===== config.mk =====
export PLATFORM = sky130hd
export DESIGN_NAME = dmem_arbiter
export DESIGN_NICKNAME = d
export VERILOG_FILES = /design/src/rtl/constants.sv /design/src/rtl/dmem_starve_counter.sv /design/src/rtl/dmem_arbiter.sv
export SDC_FILE = /design/constraint.sdc
export NUM_CORES = 1
export LEC_CHECK = 0
export ABC_CLOCK_PERIOD_IN_PS = 1500
export CORE_MARGIN = 8
export CORE_UTILIZATION = 50
export DETAILED_ROUTE_END_ITERATION = 7
export DONT_BUFFER_PORTS = 1
export PLACE_DENSITY_LB_ADDON = 0.25
export SETUP_SLACK_MARGIN = 0.02
export SLEW_MARGIN = 20
export SYNTH_ARGS = -nofsm -noshare
export SYNTH_HDL_FRONTEND = slang
export SYNTH_SLANG_ARGS = --single-unit

===== constraint.sdc =====
create_clock -name clk -period 1.5 [get_ports clk]
set_clock_uncertainty 0.05 [all_clocks]
set_input_delay 0.15 -clock clk [delete_from_list [all_inputs] [get_ports clk]]
set_output_delay 0.15 -clock clk [all_outputs]
set_load 0.03 [all_outputs]

===== src/rtl/constants.sv =====
// Shared widths, state/ID encodings and defaults for the data-memory arbiter.
package constants;
  localparam int WORD_SIZE         = 19;
  localparam int DMEM_ADDR_W       = 10;
  localparam int DMEM_STARVE_LIMIT = 4;

  typedef enum logic [1:0] {ARB_IDLE, ARB_ISSUE, ARB_RESP} dmem_arb_state_t;
  typedef enum logic {REQ_CPU, REQ_DMA} dmem_req_id_t;
endpackage


===== src/rtl/dmem_starve_counter.sv =====
// Saturating count of CPU wins taken while DMA was waiting; flags when DMA is owed the next slot.
module dmem_starve_counter
  import constants::*;
#(
  parameter int LIMIT = DMEM_STARVE_LIMIT
) (
  input  logic clk,
  input  logic RESET,
  input  logic inc,
  input  logic clr,
  output logic limit_hit
);
  localparam int CW = $clog2(LIMIT + 1);
  localparam logic [CW-1:0] LIM = CW'(LIMIT);

  logic [CW-1:0] r_cnt;

  always_ff @(posedge clk) begin
    if (RESET)                    r_cnt <= '0;
    else if (clr)                 r_cnt <= '0;
    else if (inc && r_cnt != LIM) r_cnt <= r_cnt + 1'b1;
  end

  assign limit_hit = (r_cnt == LIM);
endmodule


===== src/rtl/dmem_arbiter.sv =====
// Two-port (CPU/DMA) serializing arbiter for the 1024x19 data memory; all outputs registered.
// Define DMEM_ARB_STARVE_EN to bound how long a waiting DMA request can lose to the CPU.
module dmem_arbiter
  import constants::*;
#(
  parameter int ADDR_W = DMEM_ADDR_W
`ifdef DMEM_ARB_STARVE_EN
  , parameter int STARVE_LIMIT = DMEM_STARVE_LIMIT
`endif
) (
  input  logic                 clk,
  input  logic                 RESET,
  input  logic                 cpu_req,
  input  logic                 cpu_we,
  input  logic [ADDR_W-1:0]    cpu_addr,
  input  logic [WORD_SIZE-1:0] cpu_wdata,
  output logic                 cpu_gnt,
  output logic                 cpu_rvalid,
  output logic [WORD_SIZE-1:0] cpu_rdata,
  input  logic                 dma_req,
  input  logic                 dma_we,
  input  logic [ADDR_W-1:0]    dma_addr,
  input  logic [WORD_SIZE-1:0] dma_wdata,
  output logic                 dma_gnt,
  output logic                 dma_rvalid,
  output logic [WORD_SIZE-1:0] dma_rdata,
  output logic                 mem_wr_en,
  output logic                 mem_rd_en,
  output logic [ADDR_W-1:0]    mem_addr,
  output logic [WORD_SIZE-1:0] mem_wdata,
  input  logic [WORD_SIZE-1:0] mem_rdata,
  output logic                 busy
);
  dmem_arb_state_t r_state;
  dmem_req_id_t    r_id;
  logic            r_we;

  logic                 w_limit_hit, w_pick_dma, w_any_req, w_sel_we;
  logic [ADDR_W-1:0]    w_sel_addr;
  logic [WORD_SIZE-1:0] w_sel_wdata;

  assign w_any_req   = cpu_req | dma_req;
  assign w_pick_dma  = dma_req & (~cpu_req | w_limit_hit);
  assign w_sel_we    = w_pick_dma ? dma_we    : cpu_we;
  assign w_sel_addr  = w_pick_dma ? dma_addr  : cpu_addr;
  assign w_sel_wdata = w_pick_dma ? dma_wdata : cpu_wdata;

`ifdef DMEM_ARB_STARVE_EN
  logic w_inc, w_clr;

  // Count only decisions made in IDLE; any IDLE cycle without a DMA request forgives the debt.
  assign w_inc = (r_state == ARB_IDLE) & cpu_req & dma_req & ~w_pick_dma;
  assign w_clr = (r_state == ARB_IDLE) & (~dma_req | w_pick_dma);

  dmem_starve_counter #(.LIMIT(STARVE_LIMIT)) u_starve (
    .clk       (clk),
    .RESET     (RESET),
    .inc       (w_inc),
    .clr       (w_clr),
    .limit_hit (w_limit_hit)
  );
`else
  assign w_limit_hit = 1'b0;
`endif

  // mem_addr/mem_wdata double as the latched command; they hold after the access.
  always_ff @(posedge clk) begin
    if (RESET) begin
      r_state    <= ARB_IDLE;
      r_id       <= REQ_CPU;
      r_we       <= 1'b0;
      cpu_gnt    <= 1'b0;
      dma_gnt    <= 1'b0;
      cpu_rvalid <= 1'b0;
      dma_rvalid <= 1'b0;
      cpu_rdata  <= '0;
      dma_rdata  <= '0;
      mem_wr_en  <= 1'b0;
      mem_rd_en  <= 1'b0;
      mem_addr   <= '0;
      mem_wdata  <= '0;
      busy       <= 1'b0;
    end else begin
      cpu_gnt    <= 1'b0;
      dma_gnt    <= 1'b0;
      cpu_rvalid <= 1'b0;
      dma_rvalid <= 1'b0;
      mem_wr_en  <= 1'b0;
      mem_rd_en  <= 1'b0;
      case (r_state)
        ARB_IDLE: begin
          if (w_any_req) begin
            r_id      <= w_pick_dma ? REQ_DMA : REQ_CPU;
            r_we      <= w_sel_we;
            mem_wr_en <= w_sel_we;
            mem_rd_en <= ~w_sel_we;
            mem_addr  <= w_sel_addr;
            mem_wdata <= w_sel_wdata;
            cpu_gnt   <= ~w_pick_dma;
            dma_gnt   <= w_pick_dma;
            busy      <= 1'b1;
            r_state   <= ARB_ISSUE;
          end
        end
        ARB_ISSUE: begin
          if (r_we) begin
            busy    <= 1'b0;
            r_state <= ARB_IDLE;
          end else begin
            r_state <= ARB_RESP;
          end
        end
        ARB_RESP: begin
          if (r_id == REQ_DMA) begin
            dma_rdata  <= mem_rdata;
            dma_rvalid <= 1'b1;
          end else begin
            cpu_rdata  <= mem_rdata;
            cpu_rvalid <= 1'b1;
          end
          busy    <= 1'b0;
          r_state <= ARB_IDLE;
        end
        default: r_state <= ARB_IDLE;
      endcase
    end
  end
endmodule


==> load_flow_metrics.sql, run 1 <==
INSERT INTO impl_metrics (metric_group, metric, value, unit) VALUES
('worst_setup_path', 'timing.critical_path.arrival', '1.62', 'ns'),
('worst_setup_path', 'crit_slowest_cell', 'dfxtp_1', ''),
('placement', 'dp_hpwl', '5.09', 'mm'),
('worst_setup_path', 'critical_path.max_stage_delay', '0.37', 'ns'),
('cts', 'clock-root-buffer', 'clkbuf_8', ''),
('global_routing', 'grt_overflow', '0', ''),
('worst_setup_path', 'most_used_cell_along_the_critical_path', 'nand2_1', ''),
('floorplanning', 'die-area', '8840', 'sq um'),
('worst_hold_path', 'hp-class', 'input pin to register', ''),
('logic_synthesis', 'postSynthCellCount', '342', ''),
('placement', 'post-place-ws', '-0.0349', 'ns'),
('route', 'first_pass_iters', '4', ''),
('pwr', 'power', '4610', 'uW'),
('pwr', 'power.static_leakage', '0.00140', 'uW'),
('timing', 'final-setup-viol-count', '0', ''),
('route', 'antenna_violating_nets_post_route', '0', ''),
('finish', 'nets', '433', ''),
('cts', 'cts_max_path_buffers', '2', ''),
('cts', 'cts.htree.levels', '3', ''),
('run_status', 'failed_checks', 'negative hold slack', ''),
('timing', 'slew-limit-headroom', '76.1', '%'),
('timing', 'finalHoldWorstSlack', '-0.169', 'ns'),
('worst_setup_path', 'cp_cell_sequence', 'inv_2 > ha_1 > buf_4 > nand2_1 > buf_12 > nand2_1 > a21oi_1', ''),
('timing', 'rsz_0062_raised_after_global_routing', 'no', ''),
('global_routing', 'global_route_wire_length_before_repair', '10.5', 'mm'),
('route', 'drt-wirelength-per-cell', '16.7', 'um'),
('placement', 'gp_routability_congestion', '0.729', ''),
('logic_synthesis', 'synth.ff_latch_count', '78', ''),
('global_routing', 'grt_use_total', '14.9', '%'),
('timing', 'worst-slew-pin-transition', '0.359', 'ns'),
('logic_synthesis', 'synth_enable_flop_cells', '0', ''),
('logic_synthesis', 'ys.flop_type', 'dfxtp_1', ''),
('logic_synthesis', 'synth.lib_cells_used.distinct', '21', ''),
('global_routing', 'grt_antenna_before_repair', '0', ''),
('floorplanning', 'floorplan.die.height', '94.0', 'um'),
('run', 'maxCapViolations', '0', ''),
('pwr', 'power.density', '1330', 'nW/um^2'),
('worst_setup_path', 'critical_path_required', '1.71', 'ns'),
('worst_setup_path', 'worstSetupStartpointType', 'register', ''),
('placement', 'detailed_place.area', '3180', 'sq um'),
('finish', 'antennaDiodeCount', '0', ''),
('floorplanning', 'initial_cell_density_of_the_core', '51.7', '%'),
('logic_synthesis', 'synth_largest_type_area_fraction', '51.3', '%'),
('worst_setup_path', 'worst-setup-path-type', 'register to register', ''),
('cts', 'tritoncts', 'yes', ''),
('cts', 'cts_inserted_buffers', '9', ''),
('route', 'total_number_of_vias', '2318', ''),
('floorplanning', 'io_pins', '157', ''),
('timing', 'period_needed', '1.41', 'ns'),
('floorplanning', 'die_w', '94.0', 'um'),
('timing', 'final_hold_viol_count', '75', ''),
('floorplanning', 'core_area', '5890', 'sq um'),
('logic_synthesis', 'seq_area_frac_synth', '51.3', '%'),
('logic_synthesis', 'post_synth_instance_area', '3040', 'sq um'),
('finish', 'finalInstanceArea', '3470', 'sq um'),
('cts', 'cts.hold.buffers_added', '2', ''),
('timing', 'layout_worst_path_cycle_share', '93.8', '%'),
('global_routing', 'grt_pass1_vias', '2147', ''),
('global_routing', 'pin_count_of_the_biggest_net_entering_global_routing', '77', ''),
('timing', 'timing_max_transition_violations_final', '0', ''),
('timing', 'timing.final.ws_setup', '0.0925', 'ns'),
('run_status', 'run_status', 'finished, violations left', ''),
('finish', 'fin_util', '58.9', '%'),
('logic_synthesis', 'synthDominantAreaCellType', 'dfxtp_1', ''),
('logic_synthesis', 'avgSynthCellArea', '8.90', 'sq um'),
('placement', 'port_buffers', '0', ''),
('logic_synthesis', 'netlist_top_cells_count', 'dfxtp_1 (78), nand2_1 (77), a21oi_1 (40)', ''),
('cts', 'post_cts_setup_repair_buffer_count', '0', ''),
('cts', 'worst_setup_hold_path_clk_slew', '0.08', 'ns'),
('logic_synthesis', 'yosys-top-cells-area', 'dfxtp_1 (51%), mux2i_1 (10%), nand2_1 (9.5%), a211oi_1 (7.6%), a21oi_1 (6.6%)', ''),
('floorplanning', 'core.rowCount', '28', '');
==> per-layer routing <==
layer | wire, um | GRT usage, % | part of all wire, % | up-vias
met1 | 2670 | 16.4 | 37 | 1041
met3 | 916 | 7.83 | 13 | 6
met4 | 76 | 6.74 | 1.1 | 0
li1 | - | - | - | 1167
met2 | 3460 | 23.3 | 49 | 104
met5 | 0 | 0 | 0 | -
==> cell usage in the layout (no fill, tap or decap), types with 2 or more instances in the layout <==
cell type	instances
ha_1	2
dfxtp_1	78
clkinv_2	2
inv_1	4
buf_12	6
nand2_1	77
o21ai_0	2
a21oi_1	39
mux2i_1	31
nor3b_1	2
buf_4	11
clkbuf_8	12
nand2b_2	2
nor2_1	36
clkbuf_16	2
a211oi_2	2
nor3_1	2
a211oi_1	29
dlygate4sd3_1	2
==> stage by stage <==
step,setup TNS [ns],instances
floorplan,0,342
global placement,0,407
detailed placement,-0.137,407
CTS,0,424
global route,0,426
finish,0,426
==> worst max-delay path, delay by kind of cell, from the launching register on <==
family                     cells  cell delay (ns)
and+or+nand+nor                2             0.16
AOI/OAI and AO/OA              1             0.18
buffers and inverters          3             0.37
DFF                            1             0.37
adders and majority gates      1             0.20
==> repair_timing <==
action | 4_1_cts | 5_1_grt
cloned | 0 | 2
gates resized for setup | 2 | 8
hold endpoints to repair | 78 | 75
endpoints found under the setup margin | 39 | 35
==> sequential cells by signal (all words and copies together) (netlist names), 2 cells and up <==
name / flops
r_state: 2
cpu_rdata: 19
mem_wdata: 19
mem_addr: 10
dma_rdata: 19
==> report_power, final <==
part	switching (uW)	leakage, uW	internal [uW]
logic	345	0.000662	299
clock network	711	0.0000982	725
registers	305	0.000638	2220
total	1360	0.00140	3250
==> logic make-up after synthesis <==
kind of cell               synth area share [%]
DFF                                        51.3
muxes                                      10.2
and+or+nand+nor                            16.0
buffers and inverters                      6.13
adders and majority gates                  1.23
AOI/OAI and AO/OA                          15.1
==> cell type report <==
cell class,instances,area [sq um]
Timing Repair Buffer,21,273
Clock inverter,3,18.8
Fill cell,543,2420
Multi-Input combinational cell,232,1340
Tap cell,75,93.8
Sequential cell,78,1560
Clock buffer,12,165
Inverter,5,18.8
==> path summary, 6_finish.rpt <==
kind                     start       endpoint  slack (ns)  cells after the start
setup / recovery    r_state[0]   dma_rdata[8]        0.09                      7
hold / removal           RESET  mem_wdata[10]       -0.17                      1
setup reg to reg    r_state[0]   dma_rdata[8]        0.09                      7
hold reg to reg   dma_rdata[1]   dma_rdata[1]        0.42                      2
No activity file was read; power rests on OpenSTA's default activity.
==> run 2: changes to the inputs <==
--- a/config.mk
+++ b/config.mk
@@ -10,6 +10,7 @@
 export CORE_UTILIZATION = 50
 export DETAILED_ROUTE_END_ITERATION = 7
 export DONT_BUFFER_PORTS = 1
+export GPL_TIMING_DRIVEN = 0
 export PLACE_DENSITY_LB_ADDON = 0.25
 export SETUP_SLACK_MARGIN = 0.02
 export SLEW_MARGIN = 20
==> run 2 against run 1 <==
  * The run now ends clean
  * Die area unchanged
  * Largest cell class unchanged
  * Clock power about the same
  * Setup slack worse by 0.022 ns
  * Register-to-register slack worse by 0.02 ns
  * Cell area up 18%
==> load_flow_metrics.sql, run 2 (same netlist as run 1, synthesis figures left out) <==
INSERT INTO impl_metrics (metric_group, metric, value, unit) VALUES
('floorplanning', 'io_pins', '157', ''),
('global_routing', 'grt_overflow', '0', ''),
('global_routing', 'grt_use_total', '20.8', '%'),
('finish', 'finalInstanceArea', '4100', 'sq um'),
('worst_setup_path', 'critical_path_required', '1.71', 'ns'),
('cts', 'cts_max_path_buffers', '2', ''),
('finish', 'nets', '505', ''),
('route', 'routed_via_density', '5.45', ''),
('pwr', 'power.density', '1180', 'nW/um^2'),
('route', 'antenna_violating_nets_post_route', '0', ''),
('route', 'total_number_of_vias', '2722', ''),
('placement', 'port_buffers', '0', ''),
('floorplanning', 'floorplan.die.height', '94.0', 'um'),
('run', 'maxCapViolations', '0', ''),
('run_status', 'run_status', 'completed', ''),
('worst_setup_path', 'worst-setup-path-type', 'register to register', ''),
('placement', 'dp_hpwl', '5.99', 'mm'),
('timing', 'worst-slew-pin-transition', '0.586', 'ns'),
('cts', 'cts_sinks', '78', ''),
('worst_setup_path', 'end_kind', 'register', ''),
('global_routing', 'global_route_wire_length_before_repair', '14.4', 'mm'),
('global_routing', 'grt_pass1_vias', '2828', ''),
('global_routing', 'grt_antenna_before_repair', '0', ''),
('finish', 'post_route_cells_drive_above_1_share', '11.8', '%'),
('timing', 'finalHoldWorstSlack', '0.00473', 'ns'),
('timing', 'layout_worst_path_cycle_share', '95.3', '%'),
('timing', 'slew-limit-headroom', '61.0', '%'),
('cts', 'tritoncts', 'yes', ''),
('cts', 'cts.htree.levels', '3', ''),
('finish', 'syn_to_final_growth', '34.6', '%'),
('global_routing', 'pin_count_of_the_biggest_net_entering_global_routing', '20', ''),
('timing', 'timing.fmax', '0.700', 'GHz'),
('worst_hold_path', 'hp-class', 'input pin to register', ''),
('route', 'totalWireLength', '9.42', 'mm'),
('cts', 'worst_setup_hold_path_clk_slew', '0.08', 'ns'),
('finish', 'final.fill_count', '457', ''),
('timing', 'final_hold_viol_count', '0', ''),
('placement', 'placedCellCount', '417', ''),
('finish', 'reg_top3', 'cpu_rdata (19), dma_rdata (19), mem_wdata (19)', ''),
('finish', 'antennaDiodeCount', '0', ''),
('worst_setup_path', 'critPathMaxFanout', '10', ''),
('finish', 'mostFrequentLayoutCells', 'nand2_1 (77), dfxtp_1 (76), dlygate4sd3_1 (66)', ''),
('pwr', 'max-vdd-ir-drop', '816', 'uV'),
('placement', 'detailed_place.area', '3140', 'sq um'),
('worst_setup_path', 'timing.critical_path.arrival', '1.64', 'ns'),
('worst_setup_path', 'worstSetupStartpointType', 'register', ''),
('cts', 'clock-root-buffer', 'clkbuf_8', ''),
('timing', 'timing_max_transition_violations_final', '0', ''),
('timing', 'final-setup-viol-count', '0', ''),
('floorplanning', 'initial_cell_density_of_the_core', '51.7', '%'),
('pwr', 'power.static_leakage', '0.00163', 'uW'),
('floorplanning', 'core_area', '5890', 'sq um'),
('finish', 'leading_cell_type_in_the_layout_fill_and_taps_excluded', 'nand2_1', ''),
('floorplanning', 'core.rowCount', '28', ''),
('route', 'first_pass_iters', '5', ''),
('route', 'drt-wirelength-per-cell', '18.9', 'um'),
('finish', 'fin_util', '69.6', '%'),
('cts', 'cts_inserted_buffers', '9', ''),
('floorplanning', 'die_w', '94.0', 'um'),
('route', 'drt_iter0_markers', '84', ''),
('timing', 'period_needed', '1.43', 'ns'),
('finish', 'fin_cells', '499', ''),
('placement', 'gp_routability_congestion', '0.738', ''),
('route', 'detail_route.drc_violations', '0', ''),
('cts', 'insertion_delay', '0.34', 'ns'),
('floorplanning', 'die-area', '8840', 'sq um');
run 2: critical path: stages (launching register included):
cell	delay, ns
dfxtp_2	0.36
inv_2	0.06
ha_4	0.16
o21a_1	0.10
buf_4	0.16
clkbuf_4	0.19
a211oi_2	0.27
run 2: report_power, final:
part | leakage, uW | switching [uW] | internal (uW)
clock network | 0.0000824 | 826 | 617
logic | 0.000912 | 378 | 388
registers | 0.000639 | 392 | 2220
run 2: timing repair:
item / CTS / global route
endpoints found under the setup margin: 57 / 69
pin swaps: 0 / 2
endpoints found under the hold margin: 66 / 0
gates cloned: 0 / 0
buffers inserted: 0 / 1
hold buffers: 66 / 0
gates resized for setup: 18 / 25
run 2: through the flow:
stage	worst slack, ns	total power [uW]	TNS, ns
floorplan	0.116	3020	0
finish	0.0706	4830	0
detailed placement	-0.149	3160	-3.88
global route	-0.0203	5030	-0.0203
CTS	0.0121	4790	0
global placement	-0.126	3140	-3.44
run 2: final timing paths:
path | startpoint | endpoint | slack, ns | cells past startpoint
setup reg to reg | r_state[1] | mem_wdata[2] | 0.07 | 6
hold reg to reg | r_state[0] | r_state[0] | 0.46 | 2
setup / recovery | r_state[1] | mem_wdata[2] | 0.07 | 6
hold / removal | dma_addr[2] | mem_addr[2] | 0.005 | 2
run 2: layout make-up:
type	instances	area (sq um)	area share (%)
clock buffer	9	124	3.02
multi-input combinational	232	1360	33.1
sequential	78	1560	38.2
timing repair buffer	67	668	16.3
clock inverter	7	57.6	1.41
tap	75	93.8	2.29
buffer	26	213	5.19
inverter	5	18.8	0.458
run 2: metal layers:
metal	global-route usage, %	part of all wire [%]	vias up
met5	0	0	-
met4	10.8	2.2	0
met3	10.2	12	19
met2	35.7	51	136
met1	20.3	35	1253
li1	-	-	1314
==> run 3: changes to the inputs <==
--- a/config.mk
+++ b/config.mk
@@ -10,6 +10,7 @@
 export CORE_UTILIZATION = 50
 export DETAILED_ROUTE_END_ITERATION = 7
 export DONT_BUFFER_PORTS = 1
+export GPL_ROUTABILITY_DRIVEN = 0
 export GPL_TIMING_DRIVEN = 0
 export PLACE_DENSITY_LB_ADDON = 0.25
 export SETUP_SLACK_MARGIN = 0.02
==> results of run 3 <==
Final layout, timing and power as in run 2 (identical DEF).
